===== src/rtl/of_action_dispatcher.sv =====
// rtl/of_action_dispatcher.sv - flow-table lookup result to action-word dispatcher with consumer credit tracking
// Optional feature macro: OF_ACTION_MISS_TO_CPU_EN (table misses forward to the CPU port instead of dropping)

`ifndef OF_ACTION_DATA_WIDTH
`define OF_ACTION_DATA_WIDTH 64
`endif
`ifndef OF_ACTION_CTRL_WIDTH
`define OF_ACTION_CTRL_WIDTH 8
`endif
`ifndef OF_IN_PORT
`define OF_IN_PORT 16
`endif
`ifndef OF_IN_PORT_POS
`define OF_IN_PORT_POS 0
`endif

module of_action_dispatcher #(
  parameter int unsigned OF_ACTION_DATA_WIDTH = `OF_ACTION_DATA_WIDTH,
  parameter int unsigned OF_ACTION_CTRL_WIDTH = `OF_ACTION_CTRL_WIDTH,
  parameter int unsigned ENTRY_ADDR_WIDTH     = 5,
  parameter int unsigned CREDITS              = 4,
  parameter logic [15:0] CPU_PORT_MASK        = 16'h0002
) (
  input  logic                            clk,
  input  logic                            reset,
  input  logic                            lookup_req,
  input  logic                            lookup_hit,
  input  logic [ENTRY_ADDR_WIDTH-1:0]     lookup_entry,
  output logic                            lookup_rdy,
  output logic                            act_rd_en,
  output logic [ENTRY_ADDR_WIDTH-1:0]     act_rd_addr,
  input  logic [OF_ACTION_DATA_WIDTH-1:0] act_rd_data,
  output logic [OF_ACTION_DATA_WIDTH-1:0] action_data_bus,
  output logic [OF_ACTION_CTRL_WIDTH-1:0] action_ctrl_bus,
  output logic                            action_valid,
  input  logic                            action_rd,
  output logic [31:0]                     hit_count,
  output logic [31:0]                     miss_count
);

  localparam int unsigned CW = $clog2(CREDITS + 1);
  localparam logic [CW-1:0] CREDIT_MAX = CW'(CREDITS);

  // Ctrl encoding: bit 0 = hit, bit 1 = drop, upper bits always zero
  localparam logic [OF_ACTION_CTRL_WIDTH-1:0] HIT_CTRL = OF_ACTION_CTRL_WIDTH'(2'b01);

`ifdef OF_ACTION_MISS_TO_CPU_EN
  // Miss forwards the packet to the CPU port; only the output-port field is populated
  localparam logic [OF_ACTION_DATA_WIDTH-1:0] MISS_DATA =
    OF_ACTION_DATA_WIDTH'(CPU_PORT_MASK[`OF_IN_PORT-1:0]) << `OF_IN_PORT_POS;
  localparam logic [OF_ACTION_CTRL_WIDTH-1:0] MISS_CTRL = OF_ACTION_CTRL_WIDTH'(2'b00);
`else
  // Miss drops the packet; the action word carries no forwarding information
  localparam logic [OF_ACTION_DATA_WIDTH-1:0] MISS_DATA = '0;
  localparam logic [OF_ACTION_CTRL_WIDTH-1:0] MISS_CTRL = OF_ACTION_CTRL_WIDTH'(2'b10);
`endif

  typedef enum logic [1:0] {
    S_IDLE,
    S_READ,
    S_CAPTURE,
    S_ISSUE
  } state_t;

  state_t                          state_q;
  logic                            lookup_rdy_q;
  logic                            act_rd_en_q;
  logic [ENTRY_ADDR_WIDTH-1:0]     act_rd_addr_q;
  logic [OF_ACTION_DATA_WIDTH-1:0] pend_data_q;
  logic [OF_ACTION_CTRL_WIDTH-1:0] pend_ctrl_q;
  logic                            action_valid_q;
  logic [OF_ACTION_DATA_WIDTH-1:0] action_data_q;
  logic [OF_ACTION_CTRL_WIDTH-1:0] action_ctrl_q;

  logic [CW-1:0]                   credit_q;
  logic [CW-1:0]                   credit_d;
  logic [31:0]                     hit_count_q;
  logic [31:0]                     hit_count_d;
  logic [31:0]                     miss_count_q;
  logic [31:0]                     miss_count_d;

  logic                            accept;
  logic                            issue;

  assign accept = lookup_req && lookup_rdy_q;
  // A strobe on the bus is the moment a credit is consumed
  assign issue  = action_valid_q;

  // Credit bookkeeping: pop returns a credit, issue consumes one, both together cancel
  always_comb begin
    credit_d = credit_q;
    if (action_rd && !issue) begin
      if (credit_q != CREDIT_MAX) begin
        credit_d = credit_q + 1'b1;
      end
    end else if (!action_rd && issue) begin
      credit_d = credit_q - 1'b1;
    end
  end

  // Statistics count accepted lookups only and wrap naturally at 32 bits
  always_comb begin
    hit_count_d  = hit_count_q;
    miss_count_d = miss_count_q;
    if (accept && lookup_hit) begin
      hit_count_d = hit_count_q + 32'd1;
    end
    if (accept && !lookup_hit) begin
      miss_count_d = miss_count_q + 32'd1;
    end
  end

  // Credit and statistics registers
  always_ff @(posedge clk) begin
    if (reset) begin
      credit_q     <= CREDIT_MAX;
      hit_count_q  <= '0;
      miss_count_q <= '0;
    end else begin
      credit_q     <= credit_d;
      hit_count_q  <= hit_count_d;
      miss_count_q <= miss_count_d;
    end
  end

  // Dispatcher FSM; the strobe is raised on the edge that enters ISSUE whenever the
  // post-edge credit count is non-zero, so it lands in the first ISSUE cycle
  always_ff @(posedge clk) begin
    if (reset) begin
      state_q        <= S_IDLE;
      lookup_rdy_q   <= 1'b0;
      act_rd_en_q    <= 1'b0;
      act_rd_addr_q  <= '0;
      pend_data_q    <= '0;
      pend_ctrl_q    <= '0;
      action_valid_q <= 1'b0;
      action_data_q  <= '0;
      action_ctrl_q  <= '0;
    end else begin
      act_rd_en_q    <= 1'b0;
      action_valid_q <= 1'b0;
      case (state_q)
        S_IDLE: begin
          lookup_rdy_q <= 1'b1;
          if (accept) begin
            lookup_rdy_q <= 1'b0;
            if (lookup_hit) begin
              act_rd_en_q   <= 1'b1;
              act_rd_addr_q <= lookup_entry;
              state_q       <= S_READ;
            end else begin
              pend_data_q <= MISS_DATA;
              pend_ctrl_q <= MISS_CTRL;
              state_q     <= S_ISSUE;
              if (credit_d != '0) begin
                action_valid_q <= 1'b1;
                action_data_q  <= MISS_DATA;
                action_ctrl_q  <= MISS_CTRL;
              end
            end
          end
        end
        S_READ: begin
          state_q <= S_CAPTURE;
        end
        S_CAPTURE: begin
          pend_data_q <= act_rd_data;
          pend_ctrl_q <= HIT_CTRL;
          state_q     <= S_ISSUE;
          if (credit_d != '0) begin
            action_valid_q <= 1'b1;
            action_data_q  <= act_rd_data;
            action_ctrl_q  <= HIT_CTRL;
          end
        end
        S_ISSUE: begin
          if (action_valid_q) begin
            state_q      <= S_IDLE;
            lookup_rdy_q <= 1'b1;
          end else if (credit_d != '0) begin
            action_valid_q <= 1'b1;
            action_data_q  <= pend_data_q;
            action_ctrl_q  <= pend_ctrl_q;
          end
        end
        default: begin
          state_q <= S_IDLE;
        end
      endcase
    end
  end

  assign lookup_rdy      = lookup_rdy_q;
  assign act_rd_en       = act_rd_en_q;
  assign act_rd_addr     = act_rd_addr_q;
  assign action_valid    = action_valid_q;
  assign action_data_bus = action_data_q;
  assign action_ctrl_bus = action_ctrl_q;
  assign hit_count       = hit_count_q;
  assign miss_count      = miss_count_q;

endmodule

===== config.mk =====
export PLATFORM = sky130hd
export DESIGN_NAME = of_action_dispatcher
export DESIGN_NICKNAME = d
export VERILOG_FILES = /design/src/rtl/of_action_dispatcher.sv
export SDC_FILE = /design/constraint.sdc
export NUM_CORES = 1
export LEC_CHECK = 0
export CORE_MARGIN = 2
export CORE_UTILIZATION = 40
export DETAILED_ROUTE_END_ITERATION = 12
export GPL_ROUTABILITY_DRIVEN = 0
export GPL_TIMING_DRIVEN = 0
export HOLD_SLACK_MARGIN = 0.02
export PLACE_DENSITY = 0.78
export RECOVER_POWER = 25
export SETUP_SLACK_MARGIN = 0.1
export SYNTH_ARGS = -nofsm -noshare
export SYNTH_HDL_FRONTEND = slang
export SYNTH_SLANG_ARGS = --single-unit

===== constraint.sdc =====
create_clock -name clk -period 3.9 [get_ports clk]
set_clock_uncertainty 0.05 [all_clocks]
set_input_delay 0.78 -clock clk [delete_from_list [all_inputs] [get_ports clk]]
set_output_delay 0.78 -clock clk [all_outputs]
set_load 0.01 [all_outputs]

# Word level (Yosys, flattened, before mapping)
# Index checks and enable logic that the tools add are counted.
# word_totals
ramBits	0
reg_bits	221
in_bits	74
out_inout_bits	144
elab_cells	84
latch_bits	0
romBits	0
mem_count	0
# op_classes
n_shift	0
magnitude_cmp	0
n_div	0
bitwise	2
n_reduce_logical	19
muxes	36
addsub	4
n_mul	0
eq_ne	11
# ops
op	count
64-bit two-way mux	8
64-bit one-hot mux with 3 select lines	1
64-bit one-hot mux with 2 select lines	1
32-bit by 1-bit adder with 32-bit output, second input constant	2
8-bit two-way mux	8
8-bit one-hot mux with 3 select lines	1
8-bit one-hot mux with 2 select lines	1
2-bit != test, second input constant	7
3-bit two-way mux	3
2-bit one-hot mux with 4 select lines	1
1-bit two-way mux	7
7-bit AND reduction	1
2-bit two-way mux	3
3-bit AND reduction	2
3-bit nonzero test	2
1-bit logical AND	5
2-bit equality test, second input constant	2
2-bit AND reduction	2
2-bit nonzero test	2
3-bit by 1-bit adder with 3-bit output, second input constant	1
1-bit zero test	3
3-bit != test, second input constant	1
1-bit one-hot mux with 3 select lines	1
3-bit OR reduction	1
other kinds (5)	6

# Depth between registers and ports, before layout
# depth
ltp_word	9
depth_mapped	9

# Worst setup path before layout
# OpenSTA, ideal clock, no wires.
# synth_timing
kind	in2reg
start	input port action_rd
end	register action_data_q[35], in the netlist action_data_bus[35]
slack_ns	1.501
arrival_ns	2.203
path_buffers	3
cell_stages	7
cell_sequence	buf_2 or4b_1 a32o_1 buf_2 buf_2 a21oi_1 a211oi_2
# synth_via
elab_chain_len	7
elab_cells_between_ends	10
# synth_rtl
element	line_no	rtl
start: declaration	36	input logic action_rd,
1-bit zero test	96	end else if (!action_rd && issue) begin
1-bit logical AND	96	
3-bit two-way mux	96	
3-bit two-way mux (*)	92	if (action_rd && !issue) begin
3-bit nonzero test (*)	155, 170, 180	
2-bit != test (no line)	-	
7-bit AND reduction (no line) (*)	-	
end signal: assignment	172	action_data_q <= act_rd_data;
end signal: assignment	182	action_data_q <= pend_data_q;
end: declaration	72	logic [OF_ACTION_DATA_WIDTH-1:0] action_data_q;
# Every way passes the cells marked *; elsewhere a longest branch is shown, timed or not.
# A chain may end at the register's enable or synchronous reset.

# Worst setup path in the final report
# layout_timing
start	input port lookup_hit
end	register pend_data_q[6]
# layout_via
elab_chain_len	2
# layout_rtl
element	line_no	rtl
start: declaration	27	input logic lookup_hit,
2-bit != test (no line)	-	
3-bit AND reduction (no line)	-	
end signal: assignment	167	pend_data_q <= act_rd_data;
end: declaration	69	logic [OF_ACTION_DATA_WIDTH-1:0] pend_data_q;
# Every way passes these cells.

==> out/metrics.cfg <==
[final_layout]
drive_above_1_share = 0.0824
area_delta_synth_final_pct = 36.1
finalNetCount = 1292
fin_util = 0.555
fin_area_um2 = 12100
fill_cells = 1936

[route]
wire_per_inst_um = 17.4
vias = 8297
drt_iter0_markers = 401
drcViolationCount = 0
drt-vias-per-instance = 5.51
top_layer_used = met4
wl_met1_um = 11300
wl_met3_um = 1650
ant_nets = 0
wl_met2_um = 12300
routed_wirelength_um = 26200
first_pass_iters = 5

[timing]
period_minus_slack_ns = 3.13
slew_viol_final = 0
fin_crit_sh = 0.802
max_slew.worst_pin.slew_ns = 1.18
hold_viol = 0
slew_headroom = 0.194
grt_setup_unrepaired = no
timing.fmax_mhz = 320
totalNegativeSetupSlack_ns = 0
setup_viol = 0

[power]
ir_drop_v = 0.000419
p_leak_uw = 0.00424
power_density_nw_per_um2 = 679

[floorplanning]
io_pins = 218
start_util = 0.408
die_w_um = 153
core_um2 = 21800
floorplan.die_area_um2 = 23400
core.rowCount = 54
dieHeight_um = 153

[yosys]
synth_flop_cell = dfxtp_1
syn-instance-count = 970
async_flop_share = 0
synth-edff-count = 0
yosys.area.top_type = dfxtp_1
syn-mean-instance-area_um2 = 9.17
synth_area_um2 = 8890
synth_top_area_share = 0.470
synthTopCellsByCount = dfxtp_1, nor2_1, a22oi_1
ys_warn_count = 0
netlist_top_cells_area = dfxtp_1, a22oi_1, nor2_1
ys_seq_area_frac = 0.470
synth_cell_types = 51
ys_ff_latch = 209
synthMostInstantiatedCell = dfxtp_1

[worst_setup_path]
crit_path_start_kind = input pin
crit_arrival_ns = 3.52
required_ns = 4.29
slowest_stage = mux2i_1
crit_path_frequent_cell = clkbuf_1
critPathMaxStageDelay_ns = 0.94
path_max_fanout = 10
end_kind = flip-flop
worst-path-buf-inv = 3
worstSetupPathType = in2reg
crit_family = buffers and inverters
crit_chain = dlygate4sd3_1, and3b_1, clkbuf_1, mux2i_1, clkbuf_1, a22oi_1, nor2_1

[clock_network]
root_buffer = clkbuf_16
cts.sinks = 209
max-clock-path-buffers = 3
cts_tree = built
hold_buffers = 0
insertion_delay_ns = 0.50
cts_setup_buffers = 0
cts_resized = 0
cts_max_level = 1
clk_pin_slew_ns = 0.06
cts_buffers = 23

[global_routing]
grt-ovfl-total = 0
grt_antenna_before_repair = 2
grt_pass1_vias = 8071
grtUsageTotal = 0.217
grt_pass1_wl_um = 42400
grt_max_degree = 13

[outcome]
outcome = finished, final reports clean

[placed_design]
placed_cell_area_um2 = 11400
io_buffers = 209
hpwl_um = 18600

[min_path]
hold_class = reg2reg

[run]
maxCapViolations = 0

==> cell families after synthesis <==
family | synth area share
buffers and inverters | 0.0523
adder cells (fa/ha/maj) | 0.0127
AO/OA/AOI/OAI | 0.244
XOR/XNOR | 0.0532
multiplexers | 0.00464
other | 0.000422
flip-flops | 0.470
AND/OR/NAND/NOR | 0.162
==> power by group <==
| group | total, uW | switching (uW) | internal [uW] |
|---|---|---|---|
| sequential | 2820 | 250 | 2560 |
| clock | 2150 | 862 | 1290 |
| combinational | 3250 | 1850 | 1400 |
==> layout make-up <==
| class | instances | area [um2] | share of cell area |
|---|---|---|---|
| Antenna cell | 1 | 2.50 | 0.000207 |
| Buffer | 92 | 420 | 0.0347 |
| Multi-Input combinational cell | 662 | 4260 | 0.352 |
| Tap cell | 280 | 350 | 0.0289 |
| Clock inverter | 4 | 48.8 | 0.00403 |
| Inverter | 12 | 45.0 | 0.00372 |
| Timing Repair Buffer | 209 | 2090 | 0.173 |
| Clock buffer | 37 | 698 | 0.0577 |
| Sequential cell | 209 | 4180 | 0.346 |
==> flip-flops by register name, summed over array words and instances (netlist names) <==
register         flops
miss_count          32
hit_count           32
action_ctrl_bus      2
action_data_bus     64
pend_data_q         64
credit_q             3
pend_ctrl_q          2
act_rd_addr          5
act_rd_en            1
lookup_rdy           1
state_q              2
action_valid         1
==> placed cells by master, fill, tap and decap left out, types with 17 or more instances in the layout <==
cell	n
dfxtp_1	209
a22oi_1	128
clkbuf_1	70
xnor2_1	35
clkdlybuf4s50_1	149
nand2_1	30
nor3_1	17
nand3_1	30
a211oi_1	26
a21oi_1	82
clkbuf_16	23
a211oi_2	39
nand4_1	17
dlygate4sd3_1	60
nor2_1	137
xor2_1	19
==> final timing paths <==
kind	startpoint	endpoint	slack, ns	cells after the start
worst min-delay path	act_rd_addr[2]	act_rd_addr[2]	0.41	2
worst max register to register	state_q[0]	pend_data_q[6]	1.07	7
worst max-delay path	lookup_hit	pend_data_q[6]	0.77	7
worst min register to register	act_rd_addr[2]	act_rd_addr[2]	0.41	2
==> stage by stage <==
stage                     worst slack, ns  hold WS (ns)  instances  total power [uW]
after floorplan                      1.50         0.407        975              4890
after global placement              0.449         0.397       1464              6110
after detailed placement            0.395         0.407       1464              6190
after CTS                           0.906         0.417       1505              8360
after global routing                0.632         0.442       1506              8700
final                               0.771         0.409       1506              8210
==> worst min-delay path: stages, from the launching register on <==
cell and delay (ns):
dfxtp_1 0.30, nand2_1 0.05, a21oi_1 0.06
==> per-layer routing <==
metal / vias up / track usage
met1: 3965 / 0.285
met2: 280 / 0.357
met5: - / 0
li1: 3990 / -
met4: 0 / 0.0825
met3: 62 / 0.0383
No activity file was read; power rests on OpenSTA's default activity.
